File: src/rtl/eth_rx_frame_writer.sv
// MAC RX byte stream to frame-buffer port A: packs bytes into words, writes a
// circular buffer and publishes one descriptor per good frame.
module eth_rx_frame_writer #(
  parameter int RAM_WIDTH = 32,
  parameter int RAM_DEPTH = 1024,
  parameter int MAX_BYTES = 1518,
  parameter int ADDR_W    = $clog2(RAM_DEPTH-1)
) (
  input  logic                 clka,
  input  logic                 rsta,
  input  logic [7:0]           s_data,
  input  logic                 s_valid,
  input  logic                 s_last,
  input  logic                 s_err,
  input  logic [ADDR_W:0]      rd_ptr,
  output logic [ADDR_W-1:0]    ram_addr,
  output logic [RAM_WIDTH-1:0] ram_din,
  output logic                 ram_we,
  output logic                 ram_en,
  output logic                 desc_valid,
  input  logic                 desc_ready,
  output logic [ADDR_W-1:0]    desc_addr,
  output logic [15:0]          desc_len,
  output logic [15:0]          drop_cnt
);

  typedef enum logic [1:0] {IDLE, RECV, DROP} state_t;

  localparam logic [ADDR_W:0] FULL_LVL = (ADDR_W+1)'(RAM_DEPTH);
  localparam logic [15:0]     MAX_LEN  = 16'(MAX_BYTES);

  state_t                 state, state_n;
  logic [ADDR_W:0]        wr_ptr, frm_start, start_n;
  logic [15:0]            byte_cnt, cnt_n;
  logic [RAM_WIDTH-1:0]   pack, word_n;
  logic [1:0]             lane;
  logic                   take, word_done, buf_full, slot_busy;
  logic                   drop, commit, write;
  logic                   commit_pend;
  logic [ADDR_W-1:0]      commit_addr;
  logic [15:0]            commit_len;

  assign ram_en = ram_we;

  always_comb begin
    take      = s_valid && (state != DROP);
    cnt_n     = (state == IDLE) ? 16'd1 : byte_cnt + 16'd1;
    start_n   = (state == IDLE) ? wr_ptr : frm_start;
    lane      = (state == IDLE) ? 2'd0 : byte_cnt[1:0];
    word_n    = ((lane == 2'd0) ? '0 : pack) | (RAM_WIDTH'(s_data) << {lane, 3'b000});
    word_done = (lane == 2'd3) || s_last;
    buf_full  = (wr_ptr - rd_ptr) == FULL_LVL;
    // A pending commit will occupy the slot next cycle, so it counts as busy.
    slot_busy = commit_pend || (desc_valid && !desc_ready);
    drop      = take && ((cnt_n > MAX_LEN) || (word_done && buf_full) ||
                         (s_last && (s_err || slot_busy)));
    commit    = take && s_last && !drop;
    write     = take && word_done && !drop;
  end

  always_comb begin
    state_n = state;
    case (state)
      IDLE, RECV: begin
        if (take) begin
          if (s_last)    state_n = IDLE;
          else if (drop) state_n = DROP;
          else           state_n = RECV;
        end
      end
      DROP: if (s_valid && s_last) state_n = IDLE;
      default: state_n = IDLE;
    endcase
  end

  always_ff @(posedge clka or posedge rsta) begin
    if (rsta) state <= IDLE;
    else      state <= state_n;
  end

  always_ff @(posedge clka or posedge rsta) begin
    if (rsta) begin
      wr_ptr      <= '0;
      frm_start   <= '0;
      byte_cnt    <= '0;
      pack        <= '0;
      ram_we      <= 1'b0;
      ram_addr    <= '0;
      ram_din     <= '0;
      drop_cnt    <= '0;
      commit_pend <= 1'b0;
      commit_addr <= '0;
      commit_len  <= '0;
      desc_valid  <= 1'b0;
      desc_addr   <= '0;
      desc_len    <= '0;
    end else begin
      ram_we <= write;
      if (write) begin
        ram_addr <= wr_ptr[ADDR_W-1:0];
        ram_din  <= word_n;
      end
      if (take && !drop) begin
        byte_cnt  <= cnt_n;
        frm_start <= start_n;
        pack      <= word_n;
      end
      if (drop)       wr_ptr <= start_n;
      else if (write) wr_ptr <= wr_ptr + 1'b1;
      if (drop && (drop_cnt != '1)) drop_cnt <= drop_cnt + 16'd1;

      // Descriptor lags the final word write by one cycle.
      commit_pend <= commit;
      if (commit) begin
        commit_addr <= start_n[ADDR_W-1:0];
        commit_len  <= cnt_n;
      end
      if (commit_pend) begin
        desc_valid <= 1'b1;
        desc_addr  <= commit_addr;
        desc_len   <= commit_len;
      end else if (desc_valid && desc_ready) begin
        desc_valid <= 1'b0;
      end
    end
  end

endmodule

File: config.mk
export PLATFORM = sky130hd
export DESIGN_NAME = eth_rx_frame_writer
export DESIGN_NICKNAME = d
export VERILOG_FILES = /design/src/rtl/eth_rx_frame_writer.sv
export SDC_FILE = /design/constraint.sdc
export NUM_CORES = 1
export LEC_CHECK = 0
export BUFFER_PORTS_ARGS = -buffer_cell sky130_fd_sc_hd__buf_2
export CORE_UTILIZATION = 25
export DETAILED_ROUTE_END_ITERATION = 6
export SYNTH_ARGS = -nofsm -noshare
export SYNTH_HDL_FRONTEND = slang
export SYNTH_SLANG_ARGS = --single-unit
File: constraint.sdc
create_clock -name clka -period 13.1 [get_ports clka]
set_input_delay 1.965 -clock clka [delete_from_list [all_inputs] [get_ports clka]]
set_output_delay 1.965 -clock clka [all_outputs]
set_load 0.01 [all_outputs]
==> flow_summary.ini <==
[yosys]
synth_area_mm2 = 0.00864
syn_avg_cell_area_um2 = 10.9
syn_nets = 831
ys_types = 72
async_flop_share_pct = 100
synth_flop_cell = dfrtp_1
synth_top_area_share_pct = 53.6
synth_cells = 793
ys_seq_elements = 185
yosysSeqAreaShare_pct = 53.6
synth_area_leaders = dfrtp_1 54%, mux2_2 8.6%, nand2_1 3.4%
synth_warnings = 0
yosys.area.top_type = dfrtp_1
synth_edf_count = 0

[sta]
worstMarginPinSlew_ns = 1.12
clock.fmax_mhz = 196
min_period_over_period_pct = 39.0
slew_violations = 0
slew_headroom_pct = 25.0
finalClockSkew_ns = 0.00745
rsz0062_at_grt = false
fin_ws_ns = 7.99
finalCriticalPeriod_ns = 5.11
final-setup-viol-count = 0
tns_ns = 0
finalHoldViolCount = 0

[clock_network]
ctsHoldBuffers = 0
cts.sinks = 185
postCtsSetupRepairBufs = 0
cts_buffer_depth = 2
htreeDepth = 4
cts-root-buf = clkbuf_16
clkTransAtPathRegs_ns = 0.07
clk_latency_ns = 0.43
post_cts_resized = 0
cts_made_buffers = 17
cts_tree = done

[power]
p_per_area_mw_per_mm2 = 173
ir_drop_uv = 78.5
leakage_nw = 4.95
fin_total_pwr_mw = 1.78

[setup_path]
required_ns = 13.41
cp_slowest_cell = nor4_4
worstSetupPathType = input pin to flip-flop
slowest_delay_ns = 0.57
critPathLaunchType = input pin
cp_top_family = simple AND/OR/NAND/NOR gates
worstPathMaxFanout = 26
crit_arrival_ns = 5.42
worstSetupEndpointType = flip-flop
cp_cell_sequence = buf_2 -> inv_1 -> ha_1 -> nor2b_1 -> o211ai_1 -> and4b_1 -> nor4_1 -> nand4_1 -> nor4_4 -> nor3_2 -> buf_4 -> nand2_1 -> buf_4 -> mux2_2
critPathBufInv = 4
cpMostUsedCell = buf_4

[die]
core_region_area_mm2 = 0.0338
die_x_um = 188
io_pins = 112
num_rows = 67
initial_core_util_pct = 25.6
die-area_mm2 = 0.0353
die_height_um = 188

[grt]
grt_usage_pct = 12.2
antenna_found_initial = 0
gr-total-overflow = 0
grt_start_max_net_pins = 109
grt_pass1_wl_um = 34400
grt_pass1_vias = 6181

[place]
portBuffers = 111
gp_congestion = 0.838
place_area_mm2 = 0.00966
dp_hpwl_um = 14500
pre_cts_ws_ns = 7.57

[finish]
layout.nets = 930
fillers = 3492
area_growth_pct = 18.5
drive_gt1_share_pct = 25.8
layout_commonest_cell = dfrtp_1
final_util_pct = 30.3
final_area_mm2 = 0.0102
antenna_cells = 0
final_cell_mix = 185 x dfrtp_1, 111 x buf_2, 78 x nand2_1

[route]
ant_nets = 0
drt_iter0_drc = 351
wirelength_um = 21000
vias_per_cell = 4.68
wl_per_cell_um = 15.5
remaining_drc_errors = 0
num_vias = 6324
drt_first_pass_iters = 5

[outcome]
status = finished, final reports clean

[flow_run]
drv_cap = 0

[min_path]
hold_path.class = flip-flop to flip-flop
final timing paths:
path | from | endpoint | slack, ns | depth (start not counted)
max | rd_ptr[1] | pack[6]$_DFFE_PP0P_ | 7.99 | 14
max in group asynchronous | rsta | pack[3]$_DFFE_PP0P_ | 9.90 | 3
min reg2reg | commit_len[0]$_DFFE_PP0P_ | commit_len[0]$_DFFE_PP0P_ | 0.47 | 2
max reg2reg | wr_ptr[1]$_DFFE_PP0P_ | pack[6]$_DFFE_PP0P_ | 9.11 | 12
min | commit_len[0]$_DFFE_PP0P_ | commit_len[0]$_DFFE_PP0P_ | 0.47 | 2
min in group asynchronous | rsta | drop_cnt[13]$_DFFE_PP0P_ | 1.70 | 2
area by class of cell:
type | count | area (um2) | area share [%]
clock buffers | 19 | 443 | 4.32
well taps | 448 | 561 | 5.47
clock inverters | 12 | 140 | 1.37
flip-flops and latches | 185 | 4630 | 45.2
repair buffers | 119 | 616 | 6.01
inverters | 26 | 105 | 1.03
multi-input cells | 543 | 3750 | 36.6
cell usage after synthesis, types with 17 or more instances:
master and n:
a21oi_1 44, and3_1 26, buf_2 18, dfrtp_1 185, inv_1 25, mux2_2 66, mux2i_1 21, nand2_1 78
nand3_1 17, nor2_1 58, o21ai_0 30
kinds of logic after synthesis:
group | Yosys count | synth area share (%)
compound gates | 161 | 12.4
xor+xnor | 24 | 2.43
fa+ha+maj | 13 | 1.88
buf+inv | 65 | 3.21
flops | 185 | 53.6
mux | 93 | 11.8
simple gates | 252 | 14.7
metal layers:
metal	vias up	routed length, um	track usage (%)
li1	3032	-	-
met1	3146	10400	17.5
met2	130	9270	18.0
met3	16	950	3.05
met4	0	321	3.69
met5	-	0	0
where the power goes:
group	leakage (nW)	total, mW	internal, mW	switching (mW)
registers	2.43	0.791	0.693	0.0979
clock network	0.276	0.519	0.288	0.232
logic	2.25	0.466	0.204	0.262
total	4.95	1.78	1.18	0.592
registers in the layout, summed over array words and instances, names as in the netlist:
signal       cells
byte_cnt        16
commit_pend      1
frm_start       11
commit_addr     10
ram_din         32
desc_valid       1
desc_len        16
ram_addr        10
desc_addr       10
ram_en           1
pack            32
commit_len      16
wr_ptr          11
drop_cnt        16
state            2
stage by stage:
stage / instances / hold slack (ns)
after floorplan: 793 / 0.440
after global placement: 1321 / 0.458
after detailed placement: 1321 / 0.463
after CTS: 1352 / 0.480
after global routing: 1352 / 0.506
final: 1352 / 0.472
worst reg2reg max path, stage by stage, from the launching register on:
cell and delay (ns):
dfrtp_1 0.48, ha_1 0.33, nor2b_1 0.24, o211ai_1 0.16, and4b_1 0.24, nor4_1 0.29
nand4_1 0.21, nor4_4 0.57, nor3_2 0.08, buf_4 0.23, nand2_1 0.33, buf_4 0.35
mux2_2 0.38
Note: power is estimated with default switching activity, not from simulation.
